**src/rtl/stack_queue_buf.sv**
```systemverilog
// Run-time selectable LIFO/FIFO buffer with registered pop data, peek, occupancy
// status, sticky overflow/underflow flags and synchronous flush.
module stack_queue_buf #(
  parameter  int WIDTH     = 8,
  parameter  int DEPTH     = 8,
  parameter  int AF_THRESH = DEPTH - 1,
  parameter  int AE_THRESH = 1,
  localparam int CW        = $clog2(DEPTH + 1)
) (
  input  logic             clk,
  input  logic             rstn,
  input  logic             mode_i,
  input  logic             push_i,
  input  logic [WIDTH-1:0] din_i,
  input  logic             pop_i,
  input  logic             flush_i,
  input  logic             clr_err_i,
  output logic [WIDTH-1:0] dout_o,
  output logic             dout_vld_o,
  output logic [WIDTH-1:0] peek_o,
  output logic [CW-1:0]    count_o,
  output logic             empty_o,
  output logic             full_o,
  output logic             almost_empty_o,
  output logic             almost_full_o,
  output logic             overflow_o,
  output logic             underflow_o
);

  localparam int PW = $clog2(DEPTH);

  typedef enum logic {
    MODE_LIFO = 1'b0,
    MODE_FIFO = 1'b1
  } mode_e;

  logic [WIDTH-1:0] mem_q [DEPTH];

  mode_e            mode_q, mode_d;
  logic [CW-1:0]    count_q, count_d;
  logic [PW-1:0]    rd_ptr_q, rd_ptr_d;
  logic [PW-1:0]    wr_ptr_q, wr_ptr_d;
  logic [WIDTH-1:0] dout_q, dout_d;
  logic             dout_vld_q, dout_vld_d;
  logic             overflow_q, overflow_d;
  logic             underflow_q, underflow_d;

  logic             is_empty, is_full;
  logic             pop_acc, push_acc;
  logic [PW-1:0]    top_idx, wr_idx;
  logic [WIDTH-1:0] rd_data;

  assign is_empty = (count_q == '0);
  assign is_full  = (count_q == CW'(DEPTH));

  assign pop_acc  = pop_i & ~flush_i & ~is_empty;
  assign push_acc = push_i & ~flush_i & (~is_full | pop_acc);

  // Only meaningful when nonempty; wraps harmlessly at count 0.
  assign top_idx = PW'(count_q - CW'(1));

  always_comb begin
    wr_idx = wr_ptr_q;
    if (mode_q == MODE_LIFO) begin
      wr_idx = pop_acc ? top_idx : PW'(count_q);
    end
  end

  assign rd_data = (mode_q == MODE_FIFO) ? mem_q[rd_ptr_q] : mem_q[top_idx];

  function automatic logic [PW-1:0] ptr_inc(input logic [PW-1:0] p);
    return (p == PW'(DEPTH - 1)) ? '0 : p + PW'(1);
  endfunction

  always_comb begin
    mode_d      = mode_q;
    count_d     = count_q;
    rd_ptr_d    = rd_ptr_q;
    wr_ptr_d    = wr_ptr_q;
    dout_d      = dout_q;
    dout_vld_d  = 1'b0;
    overflow_d  = overflow_q & ~clr_err_i;
    underflow_d = underflow_q & ~clr_err_i;

    if (pop_acc) begin
      dout_d     = rd_data;
      dout_vld_d = 1'b1;
    end

    if (flush_i) begin
      count_d  = '0;
      rd_ptr_d = '0;
      wr_ptr_d = '0;
    end else begin
      case ({push_acc, pop_acc})
        2'b10:   count_d = count_q + CW'(1);
        2'b01:   count_d = count_q - CW'(1);
        default: count_d = count_q;
      endcase
      if (mode_q == MODE_FIFO) begin
        if (push_acc) wr_ptr_d = ptr_inc(wr_ptr_q);
        if (pop_acc)  rd_ptr_d = ptr_inc(rd_ptr_q);
      end
    end

    // Mode switches only on an idle, empty edge; a request while occupied waits here.
    if ((is_empty && !push_i) || flush_i) begin
      mode_d = mode_e'(mode_i);
      if (mode_d != mode_q) begin
        rd_ptr_d = '0;
        wr_ptr_d = '0;
      end
    end

    if (push_i && !push_acc && !flush_i) overflow_d  = 1'b1;
    if (pop_i && !pop_acc && !flush_i)   underflow_d = 1'b1;
  end

  always_ff @(posedge clk) begin
    if (!rstn) begin
      mode_q      <= mode_e'(mode_i);
      count_q     <= '0;
      rd_ptr_q    <= '0;
      wr_ptr_q    <= '0;
      dout_q      <= '0;
      dout_vld_q  <= 1'b0;
      overflow_q  <= 1'b0;
      underflow_q <= 1'b0;
    end else begin
      mode_q      <= mode_d;
      count_q     <= count_d;
      rd_ptr_q    <= rd_ptr_d;
      wr_ptr_q    <= wr_ptr_d;
      dout_q      <= dout_d;
      dout_vld_q  <= dout_vld_d;
      overflow_q  <= overflow_d;
      underflow_q <= underflow_d;
    end
  end

  always_ff @(posedge clk) begin
    if (rstn && push_acc) mem_q[wr_idx] <= din_i;
  end

  assign dout_o         = dout_q;
  assign dout_vld_o     = dout_vld_q;
  assign peek_o         = is_empty ? '0 : rd_data;
  assign count_o        = count_q;
  assign empty_o        = is_empty;
  assign full_o         = is_full;
  assign almost_empty_o = (count_q <= CW'(AE_THRESH));
  assign almost_full_o  = (count_q >= CW'(AF_THRESH));
  assign overflow_o     = overflow_q;
  assign underflow_o    = underflow_q;

endmodule

```
**config.mk**
```make
export PLATFORM = sky130hd
export DESIGN_NAME = stack_queue_buf
export DESIGN_NICKNAME = d
export VERILOG_FILES = /design/src/rtl/stack_queue_buf.sv
export SDC_FILE = /design/constraint.sdc
export NUM_CORES = 1
export LEC_CHECK = 0
export ABC_AREA = 0
export BUFFER_PORTS_ARGS = -buffer_cell sky130_fd_sc_hd__buf_2
export CORE_AREA = 2 2 106 108
export DETAILED_ROUTE_END_ITERATION = 10
export DIE_AREA = 0 0 108 110
export GPL_TIMING_DRIVEN = 0
export SYNTH_ARGS = -nofsm -noshare
export SYNTH_HDL_FRONTEND = slang
export SYNTH_SLANG_ARGS = --single-unit
```
**constraint.sdc**
```tcl
create_clock -name clk -period 3.66 [get_ports clk]
set_clock_uncertainty 0.05 [all_clocks]
set_input_delay 0 -clock clk [delete_from_list [all_inputs] [get_ports clk]]
set_output_delay 0 -clock clk [all_outputs]
set_load 0.05 [all_outputs]
```
==> impl_results.md, run 1 <==
- #FFs+latches synth: 86
- Multi-input logic area: 1820 µm²
- DRC: 0
- Leakage: 1.78 nW
- Post-Syn Area: 4230 µm²
- Initial detailed-routing violation count: 242
- Tot Pwr: 1.83 mW
- Cell variety after synth: 48
- Slew margin rel.: 36.0%
- DIE AREA: 11,900 µm²
- Finished layout cell area: 5020 µm²
- Gate power share: 9.3%
- R2R depth: 7
- Number of diodes: 0
- VDD IR max: 183 µV
- Die W: 108 µm
- Core box area: 10,700 µm²
- Longest Clk Path Bufs: 2
- Worst r2r dst: mem_q[6][4]
- Initial core utilization: 39.6%
- Power share of the sequential group: 57.8%
- Startpoint Class: register
- Yosys top cell by area: edfxtp_1
- Req. time, crit path: 3.60 ns
- Sw frac: 25.3%
- Max Freq: 277 MHz
- Mapped Nets: 300
- NumNets Final: 370
- Clk root buf: clkbuf_8
- Worst min-delay path class: in2reg
- Reg2reg start: count_o[0]
- CP endpoint: mem_q[6][4]
- Synth warnings: 0
- DR pass1 iterations: 4
- Sequential fraction of the synthesis area: 56.0%
- Net switching power: 0.463 mW
- Maximum net fanout on the critical path: 10
- Chip height: 110 µm
- RSZ-0062 raised after global routing: true
- Total gr overflow: 0
- All-Layer GR Usage: 18.7%
- Clock Latency Late Sink: 0.36 ns
- Maximum number of pins on one net before global-route repair: 16
- Post-route worst setup slack: 0.0501 ns
- WP data arrival: 3.55 ns
- Final Hold Fails: 0
- Max-cap violations: 0
- WL met2: 5310 µm
- Synth top area cells: edfxtp_1 46%, mux4_2 12%, dfxtp_1 9.9%
- Initial antenna violation count: 0
- Internal Power: 1.37 mW
- Post-synthesis async set-or-reset flop share: 0%
- Max-slew violations: 0
- Layout cells sized above 1: 29.5%
- Antenna-violating nets left: 0
- Crit. Startpoint: count_o[0]
- Final min period: 3.61 ns
- Vias in the first global route: 2,787
- Ports: 42
- Final worst-path cycle share: 98.6%
- GPL Wtd Cong: 0.813
- DR top layer: met4
- Pwr/cell area: 365 nW/µm²
- Post-DP HPWL: 7010 µm
- Clk pwr share: 32.9%
- Setup TNS: 0 ns
- Num CTS Buffers: 9
- Actual slew at the worst max-slew pin: 0.956 ns
- First-pass GRT wire length: 15,900 µm
- TritonCTS clock tree: built
- Wl on met1: 4310 µm
- WL per Instance: 21.1 µm
- H-tree levels: 3
- Synth-to-Final Area Change: 18.6%
- Gate Count Post-Synth: 278
- Post-synth EDFFs: 65
- Worst R2R Setup Slack: 0.05 ns
- Top_reg_cell synth: edfxtp_1
- Top-area cell type share of the netlist area: 46.1%
- Outcome: completed
- Via count: 2,798
- Clock slew at reported path FFs: 0.09 ns
- Routed wl met3: 650 µm
- Port bufs: 41
- Clock Sink Count: 86
- Number of fill cells: 950
- Area post-placement: 4660 µm²
- Critical path capture point type: register
- Final setup fails: 0
- FF/Latch Area: 2370 µm²
- Setup WS pre-CTS: 0.0376 ns
- Final core utilization: 46.9%
- Mapped Avg Cell Area: 15.2 µm²
- Crit Path Class: reg2reg
- DR vias/cell: 5.68
- Total routed wirelength: 10,400 µm
- Row cnt: 38
-- kinds of logic after synthesis --
logic type,after synthesis,synth area share [%]
compound gates,41,7.30
xor+xnor,2,0.591
fa+ha+maj,7,2.07
buf+inv,21,2.31
flops,86,56.0
mux,51,22.3
simple gates,70,9.34
-- Yosys cell counts (4+ instances only) --
cell      count
o22ai_1      10
o21ai_0       4
nor2_1        5
nand2_1       9
edfxtp_1     65
mux4_1        9
ha_1          7
dfxtp_1      21
clkbuf_1      9
nor3_1       11
nand3_1      16
mux4_2       23
mux2i_1      18
o221ai_1      8
nand2b_1      5
inv_1         4
a21oi_1       5
-- layer usage --
layer	vias up	track usage (%)
li1	1288	-
met1	1402	23.6
met2	97	32.9
met3	11	3.53
met4	0	5.59
met5	-	0
-- power groups by stage --
stage	combinational (mW)	clock, mW	sequential (mW)
global placement	0.150	0	1.08
floorplan	0.0936	0	1.09
global route	0.182	0.653	1.06
CTS	0.163	0.609	1.06
finish	0.169	0.603	1.06
detailed placement	0.153	0	1.08
-- sequential cells by signal, indices dropped and copies added (netlist names) --
name	flops
wr_ptr_q	3
overflow_o	1
underflow_o	1
mode_q	1
dout_o	8
dout_vld_o	1
count_o	4
rd_ptr_q	3
mem_q	64
-- worst min path at each step --
stage	from	end	slack, ns	cells past startpoint
after floorplan	din_i[0]	mem_q[0][0]	0.05	0
after global placement	mode_i	mode_q	0.16	1
after detailed placement	mode_i	mode_q	0.16	1
after CTS	flush_i	mode_q	0.01	3
after global routing	push_i	mode_q	0.06	2
final	flush_i	mode_q	0.02	3
-- layout make-up --
type                       count  area share [%]
sequential                    86            47.2
inverter                       6           0.498
clock inverter                 7           0.947
timing repair buffer          59            7.65
tap                          140            3.49
clock buffer                   9            2.47
multi-input combinational    171            36.2
buffer                        15            1.52
-- metrics by stage --
stage / cells / hold WS [ns]
finish: 493 / 0.0205
global route: 493 / 0.0639
CTS: 488 / 0.0136
detailed placement: 461 / 0.164
global placement: 459 / 0.157
floorplan: 278 / 0.0489
-- critical path: stages, from the launching register on --
cell      delay (ns)
dfxtp_1         0.43
inv_4           0.22
ha_1            0.44
or3b_4          0.46
inv_2           0.12
nor2_1          0.14
o311ai_4        0.50
nor3b_2         0.87
-- layout by cell type, fill, tap and decap left out, drive strengths merged, types with 2 or more instances in the layout --
| cell type | instances |
|---|---|
| nand2 | 9 |
| a22oi | 2 |
| nor2 | 5 |
| buf | 54 |
| or4 | 2 |
| nor3 | 11 |
| nor3b | 2 |
| nor2b | 3 |
| nand3b | 2 |
| edfxtp | 65 |
| o21ai | 4 |
| clkbuf | 18 |
| mux2i | 18 |
| ha | 7 |
| o22ai | 10 |
| a31oi | 2 |
| nand3 | 16 |
| inv | 8 |
| o221ai | 8 |
| clkinv | 5 |
| nand2b | 5 |
| mux4 | 32 |
| and2 | 3 |
| or3 | 3 |
| a21oi | 5 |
| and3 | 3 |
| dlygate4sd3 | 11 |
| dfxtp | 21 |
| o21a | 3 |
-- timing repair --
item                                   4_1_cts  5_1_grt
endpoints found under the hold margin       68        0
setup buffers                                0        5
gates resized for setup                      3        4
setup endpoints to repair                    7       36
pin swaps                                    0        1
hold buffers                                11        0
Note: power is estimated with default switching activity, not from simulation.
==> inputs of run 2 (changes only) <==
- RECOVER_POWER: unset -> 25
==> run 2 against run 1 <==
Die area is the same. Clock-buffer cell count is the same. Worst hold slack is essentially flat. Clock power is essentially flat. Final cell count is the same. Sequential cell count is the same. First-iteration DRC count is the same. Core utilization shrank 0.082 points. Wire length is essentially flat. Total power is essentially flat. Critical path depth is the same. Largest power group unchanged. Highest routed layer unchanged.
==> impl_results.md, run 2 (synthesis results as in run 1) <==
- Wl on met1: 4320 µm (was 4310 µm)
- DRC: 0 (unchanged)
- Setup WS pre-CTS: 0.0376 ns (unchanged)
- Pwr/cell area: 365 nW/µm² (about the same)
- Routed wl met3: 650 µm (unchanged)
- Initial core utilization: 39.6% (unchanged)
- Maximum net fanout on the critical path: 10 (unchanged)
- Worst r2r dst: mem_q[6][4] (unchanged)
- Antenna-violating nets left: 0 (unchanged)
- H-tree levels: 3 (unchanged)
- Row cnt: 38 (unchanged)
- Max stage delay on crit path: 0.87 ns (about the same)
- Hold path cells: 3 (unchanged)
- Chip height: 110 µm (unchanged)
- R2R depth: 7 (unchanged)
- Port bufs: 41 (unchanged)
- Final Hold Fails: 0 (unchanged)
- Worst min-delay path class: in2reg (unchanged)
- Die W: 108 µm (unchanged)
- Actual slew at the worst max-slew pin: 0.956 ns (about the same)
- Max Freq: 277 MHz (about the same)
- TritonCTS clock tree: built (unchanged)
- Total routed wirelength: 10,400 µm (about the same)
- NumNets Final: 370 (unchanged)
- GPL Wtd Cong: 0.813 (unchanged)
- Via count: 2,798 (unchanged)
- Min-delay src: flush_i (unchanged)
- DIE AREA: 11,900 µm² (unchanged)
- Slew margin rel.: 36.0% (about the same)
- Clock Sink Count: 86 (unchanged)
- All-Layer GR Usage: 18.7% (unchanged)
- Leakage: 1.76 nW (was 1.78 nW)
- Longest Clk Path Bufs: 2 (unchanged)
- Crit path cell chain: inv_4, ha_1, or3b_4, inv_2, nor2_1, o311ai_4, nor3b_2 (unchanged)
- Core box area: 10,700 µm² (unchanged)
- Maximum number of pins on one net before global-route repair: 16 (unchanged)
- Layout cells sized above 1: 27.5% (was 29.5%)
- DR pass1 iterations: 4 (unchanged)
- Max-cap violations: 0 (unchanged)
- Critical path depth: 7 (unchanged)
- DR vias/cell: 5.68 (unchanged)
- Req. time, crit path: 3.60 ns (about the same)
- Hold Crit Endpoint: mode_q (unchanged)
- Area post-placement: 4660 µm² (unchanged)
- Synth-to-Final Area Change: 18.4% (was 18.6%)
- Tot Pwr: 1.83 mW (about the same)
- VDD IR max: 183 µV (about the same)
- WP buf/inv: 2 (unchanged)
- Clock slew at reported path FFs: 0.09 ns (about the same)
- WL per Instance: 21.1 µm (about the same)
- Leading cell type in the layout, fill and taps excluded: edfxtp_1 (unchanged)
- Clk root buf: clkbuf_8 (unchanged)
- Outcome: completed (unchanged)
- Initial antenna violation count: 0 (unchanged)
- Initial detailed-routing violation count: 242 (unchanged)
- RSZ-0062 raised after global routing: true (unchanged)
- Final setup fails: 0 (unchanged)
- Final core utilization: 46.9% (about the same)
- DR top layer: met4 (unchanged)
- Final worst-path cycle share: 98.6% (about the same)
- Crit Path Class: reg2reg (unchanged)
- Flip-flop count of the largest register after layout: 64 (unchanged)
- Worst R2R Setup Slack: 0.05 ns (about the same)
- Num CTS Buffers: 9 (unchanged)
- Total gr overflow: 0 (unchanged)
- Critical path capture point type: register (unchanged)
- First-pass GRT wire length: 15,900 µm (unchanged)
- WP data arrival: 3.55 ns (about the same)
- Most flops, register: mem_q (unchanged)
- Clock Latency Late Sink: 0.36 ns (about the same)
- Final min period: 3.61 ns (about the same)
- Most frequent cells in the layout: 65 x edfxtp_1, 36 x buf_2, 23 x mux4_2 (was 65 x edfxtp_1, 43 x buf_2, 23 x mux4_2)
- Crit-path leading delay family: simple AND/OR/NAND/NOR gates (unchanged)
- Startpoint Class: register (unchanged)
- WL met2: 5310 µm (unchanged)
- Post-DP HPWL: 7010 µm (unchanged)
- Number of diodes: 0 (unchanged)
- Max-slew violations: 0 (unchanged)
- Reg2reg start: count_o[0] (unchanged)
- CP max stage cell: nor3b_2 (unchanged)
- Ports: 42 (unchanged)
- Finished layout cell area: 5010 µm² (was 5020 µm²)
- Vias in the first global route: 2,787 (unchanged)
- Post-route worst setup slack: 0.0497 ns (was 0.0501 ns)
[run 2: cell type report]
type | instances | area, µm²
tap | 140 | 175
clock inverter | 7 | 47.5
timing repair buffer | 59 | 375
inverter | 6 | 25.0
buffer | 15 | 76.3
clock buffer | 9 | 124
fill | 954 | 5690
sequential | 86 | 2370
multi-input combinational | 171 | 1820
[run 2: repair_timing]
action / CTS / global route
resized for setup: 3 / 4
hold buffers: 11 / 0
endpoints found under the hold margin: 68 / 0
buffers inserted: 0 / 5
endpoints found under the setup margin: 7 / 36
pin swaps: 0 / 1
[run 2: how the worst max path moves through the flow]
stage | startpoint | end | slack (ns)
after floorplan | count_o[0] | mem_q[1][0] | -0.07
after global placement | count_o[0] | mem_q[1][0] | -0.49
after detailed placement | count_o[0] | mem_q[5][7] | 0.04
after CTS | count_o[0] | mem_q[1][0] | -0.009
after global routing | count_o[0] | mem_q[2][2] | -0.15
final | count_o[0] | mem_q[6][4] | 0.05
[run 2: layer usage]
metal  vias to the layer above  track usage [%]
li1                       1288                -
met3                        11             3.53
met2                        97             32.9
met5                         -                0
met1                      1402             23.6
met4                         0             5.59
[run 2: report_power, final]
group          total (mW)  switching (mW)  internal, mW  leakage [nW]
Clock               0.603           0.355         0.248        0.0891
Combinational       0.168           0.103        0.0650         0.915
Sequential           1.06         0.00486          1.05         0.756
Total                1.83           0.463          1.37          1.76
[run 2: through the flow]
stage | TNS [ns] | cells | hold slack, ns
after global routing | -2.20 | 493 | 0.0639
final | 0 | 493 | 0.0205
after global placement | -12.84 | 459 | 0.157
after detailed placement | 0 | 461 | 0.164
after CTS | -0.0132 | 488 | 0.0136
after floorplan | -1.11 | 278 | 0.0489
[run 2: worst reg2reg max path: stages (launching register included)]
cell	delay, ns
dfxtp_1	0.43
inv_4	0.23
ha_1	0.44
or3b_4	0.46
inv_2	0.12
nor2_1	0.14
o311ai_4	0.50
nor3b_2	0.87
==> inputs of run 3 (changes only) <==
- SETUP_SLACK_MARGIN: unset -> 0.1
==> run 3 against run 2 <==
Non-clock buffer count up 2. Critical path type unchanged. Critical endpoint is now mem_q[4][7]. Via count down 0.21%. Die area unchanged. Largest cell class unchanged.
==> impl_results.md, run 3 (synthesis results as in run 1) <==
- Outcome: completed (unchanged)
- Setup TNS: 0 ns (unchanged)
- Area post-placement: 4660 µm² (unchanged)
- Number of fill cells: 945 (was 954)
- Setup WS pre-CTS: 0.0376 ns (unchanged)
- DR vias/cell: 5.64 (was 5.68)
- Initial antenna violation count: 0 (unchanged)
- VDD IR max: 183 µV (about the same)
- Port bufs: 41 (unchanged)
- Chip height: 110 µm (unchanged)
- Clk root buf: clkbuf_8 (unchanged)
- Clock Latency Late Sink: 0.36 ns (about the same)
- Most frequent cells in the layout: 65 x edfxtp_1, 36 x buf_2, 23 x mux4_2 (unchanged)
- TritonCTS clock tree: built (unchanged)
- Post-route worst setup slack: 0.351 ns (was 0.0497 ns)
- Final min period: 3.31 ns (was 3.61 ns)
- DRC: 0 (unchanged)
- Core box area: 10,700 µm² (unchanged)
- Leakage: 1.79 nW (was 1.76 nW)
- WL per Instance: 21.2 µm (was 21.1 µm)
- Actual slew at the worst max-slew pin: 1.01 ns (was 0.956 ns)
- Tot Pwr: 1.83 mW (about the same)
- Total gr overflow: 0 (unchanged)
- Initial detailed-routing violation count: 250 (was 242)
- Post-placement cell count: 461 (unchanged)
- GPL Wtd Cong: 0.813 (unchanged)
- Post-DP HPWL: 7010 µm (unchanged)
- Die W: 108 µm (unchanged)
- First-pass GRT wire length: 15,900 µm (unchanged)
- Row cnt: 38 (unchanged)
- RSZ-0062 raised after global routing: false (was true)
- H-tree levels: 3 (unchanged)
- Finished layout cell area: 5070 µm² (was 5010 µm²)
- DIE AREA: 11,900 µm² (unchanged)
- Antenna-violating nets left: 0 (unchanged)
- Post-Layout Cell Count: 495 (was 493)
- Final Hold Fails: 0 (unchanged)
- DR pass1 iterations: 4 (unchanged)
- Max Freq: 302 MHz (was 277 MHz)
- Longest Clk Path Bufs: 2 (unchanged)
- Startpoint Class: register (unchanged)
- Layout cells sized above 1: 28.5% (was 27.5%)
- Final setup fails: 0 (unchanged)
- Final worst-path cycle share: 90.4% (was 98.6%)
- All-Layer GR Usage: 18.7% (about the same)
- Critical path capture point type: register (unchanged)
- FF/Latch Area: 2370 µm² (unchanged)
- Max-slew violations: 0 (unchanged)
- Multi-input logic area: 1840 µm² (was 1820 µm²)
- Leading cell type in the layout, fill and taps excluded: edfxtp_1 (unchanged)
- Clock Sink Count: 86 (unchanged)
- Slew margin rel.: 31.9% (was 36.0%)
- Pwr/cell area: 361 nW/µm² (was 365 nW/µm²)
- Req. time, crit path: 3.70 ns (was 3.60 ns)
- Most flops, register: mem_q (unchanged)
- Worst min-delay path class: in2reg (unchanged)
- Synth-to-Final Area Change: 19.9% (was 18.4%)
- Vias in the first global route: 2,789 (was 2,787)
- Max-cap violations: 0 (unchanged)
- Crit Path Class: reg2reg (unchanged)
- Maximum number of pins on one net before global-route repair: 16 (unchanged)
- Maximum net fanout on the critical path: 10 (unchanged)
- WP data arrival: 3.34 ns (was 3.55 ns)
- Clock slew at reported path FFs: 0.09 ns (about the same)
- NumNets Final: 372 (was 370)
- Via count: 2,792 (was 2,798)
- Number of diodes: 0 (unchanged)
- Initial core utilization: 39.6% (unchanged)
- Num CTS Buffers: 9 (unchanged)
- Ports: 42 (unchanged)
- Worst R2R Setup Slack: 0.35 ns (was 0.05 ns)
- Total routed wirelength: 10,500 µm (was 10,400 µm)
- Flip-flop count of the largest register after layout: 64 (unchanged)
## run 3: cell types whose count changed in the layout (fill, tap and decap cells not counted), sizes merged
cell | previous run | this run
buf | 47 | 49
## run 3: path summary, 6_finish.rpt
kind | startpoint | to | cells past startpoint
worst min-delay path | flush_i | mode_q | 3
worst max-delay path | count_o[0] | mem_q[4][7] | 8
worst max register to register | count_o[0] | mem_q[4][7] | 8
worst min register to register | dout_o[5] | dout_o[5] | 2
## run 3: timing repair
action                                 4_1_cts  5_1_grt
hold buffers                                11        0
endpoints found under the hold margin       68        0
resized for setup                            5        7
buffers inserted                             0        7
pin swaps                                    0        1
setup endpoints to repair                   28       64
## run 3: routing by layer
metal / GRT usage, % / wire [µm] / part of all wire [%] / up-vias
li1: - / - / - / 1295
met1: 23.3 / 4330 / 41 / 1408
met2: 33.0 / 5340 / 51 / 78
met3: 3.82 / 678 / 6.5 / 11
met4: 5.59 / 134 / 1.3 / 0
met5: 0 / 0 / 0 / -
## run 3: layout make-up
class	instances	share of cell area, %
inverter	6	0.493
sequential	86	46.8
clock inverter	7	0.937
timing repair buffer	61	8.19
clock buffer	9	2.44
buffer	15	1.50
multi-input combinational	171	36.2
tap	140	3.45
## run 3: metrics by stage
stage	hold slack (ns)	utilization, %
6_report	0.0201	47.4
5_1_grt	0.0647	47.4
4_1_cts	0.0136	46.5
3_5_place_dp	0.164	43.6
3_3_place_gp	0.157	43.2
2_1_floorplan	0.0489	-
## run 3: power by group
group          total (mW)  leakage (nW)  internal [mW]  switching (mW)
registers            1.06         0.756           1.05         0.00483
clock network       0.604        0.0891          0.248           0.356
logic               0.169         0.943         0.0655           0.104
total                1.83          1.79           1.37           0.465
## run 3: worst max-delay path: stages, from the launching register on
cell      delay [ns]
dfxtp_1         0.43
inv_4           0.22
ha_1            0.44
or3b_4          0.46
inv_2           0.12
or4_1           0.17
nand4b_1        0.36
nor3_2          0.57
buf_6           0.21
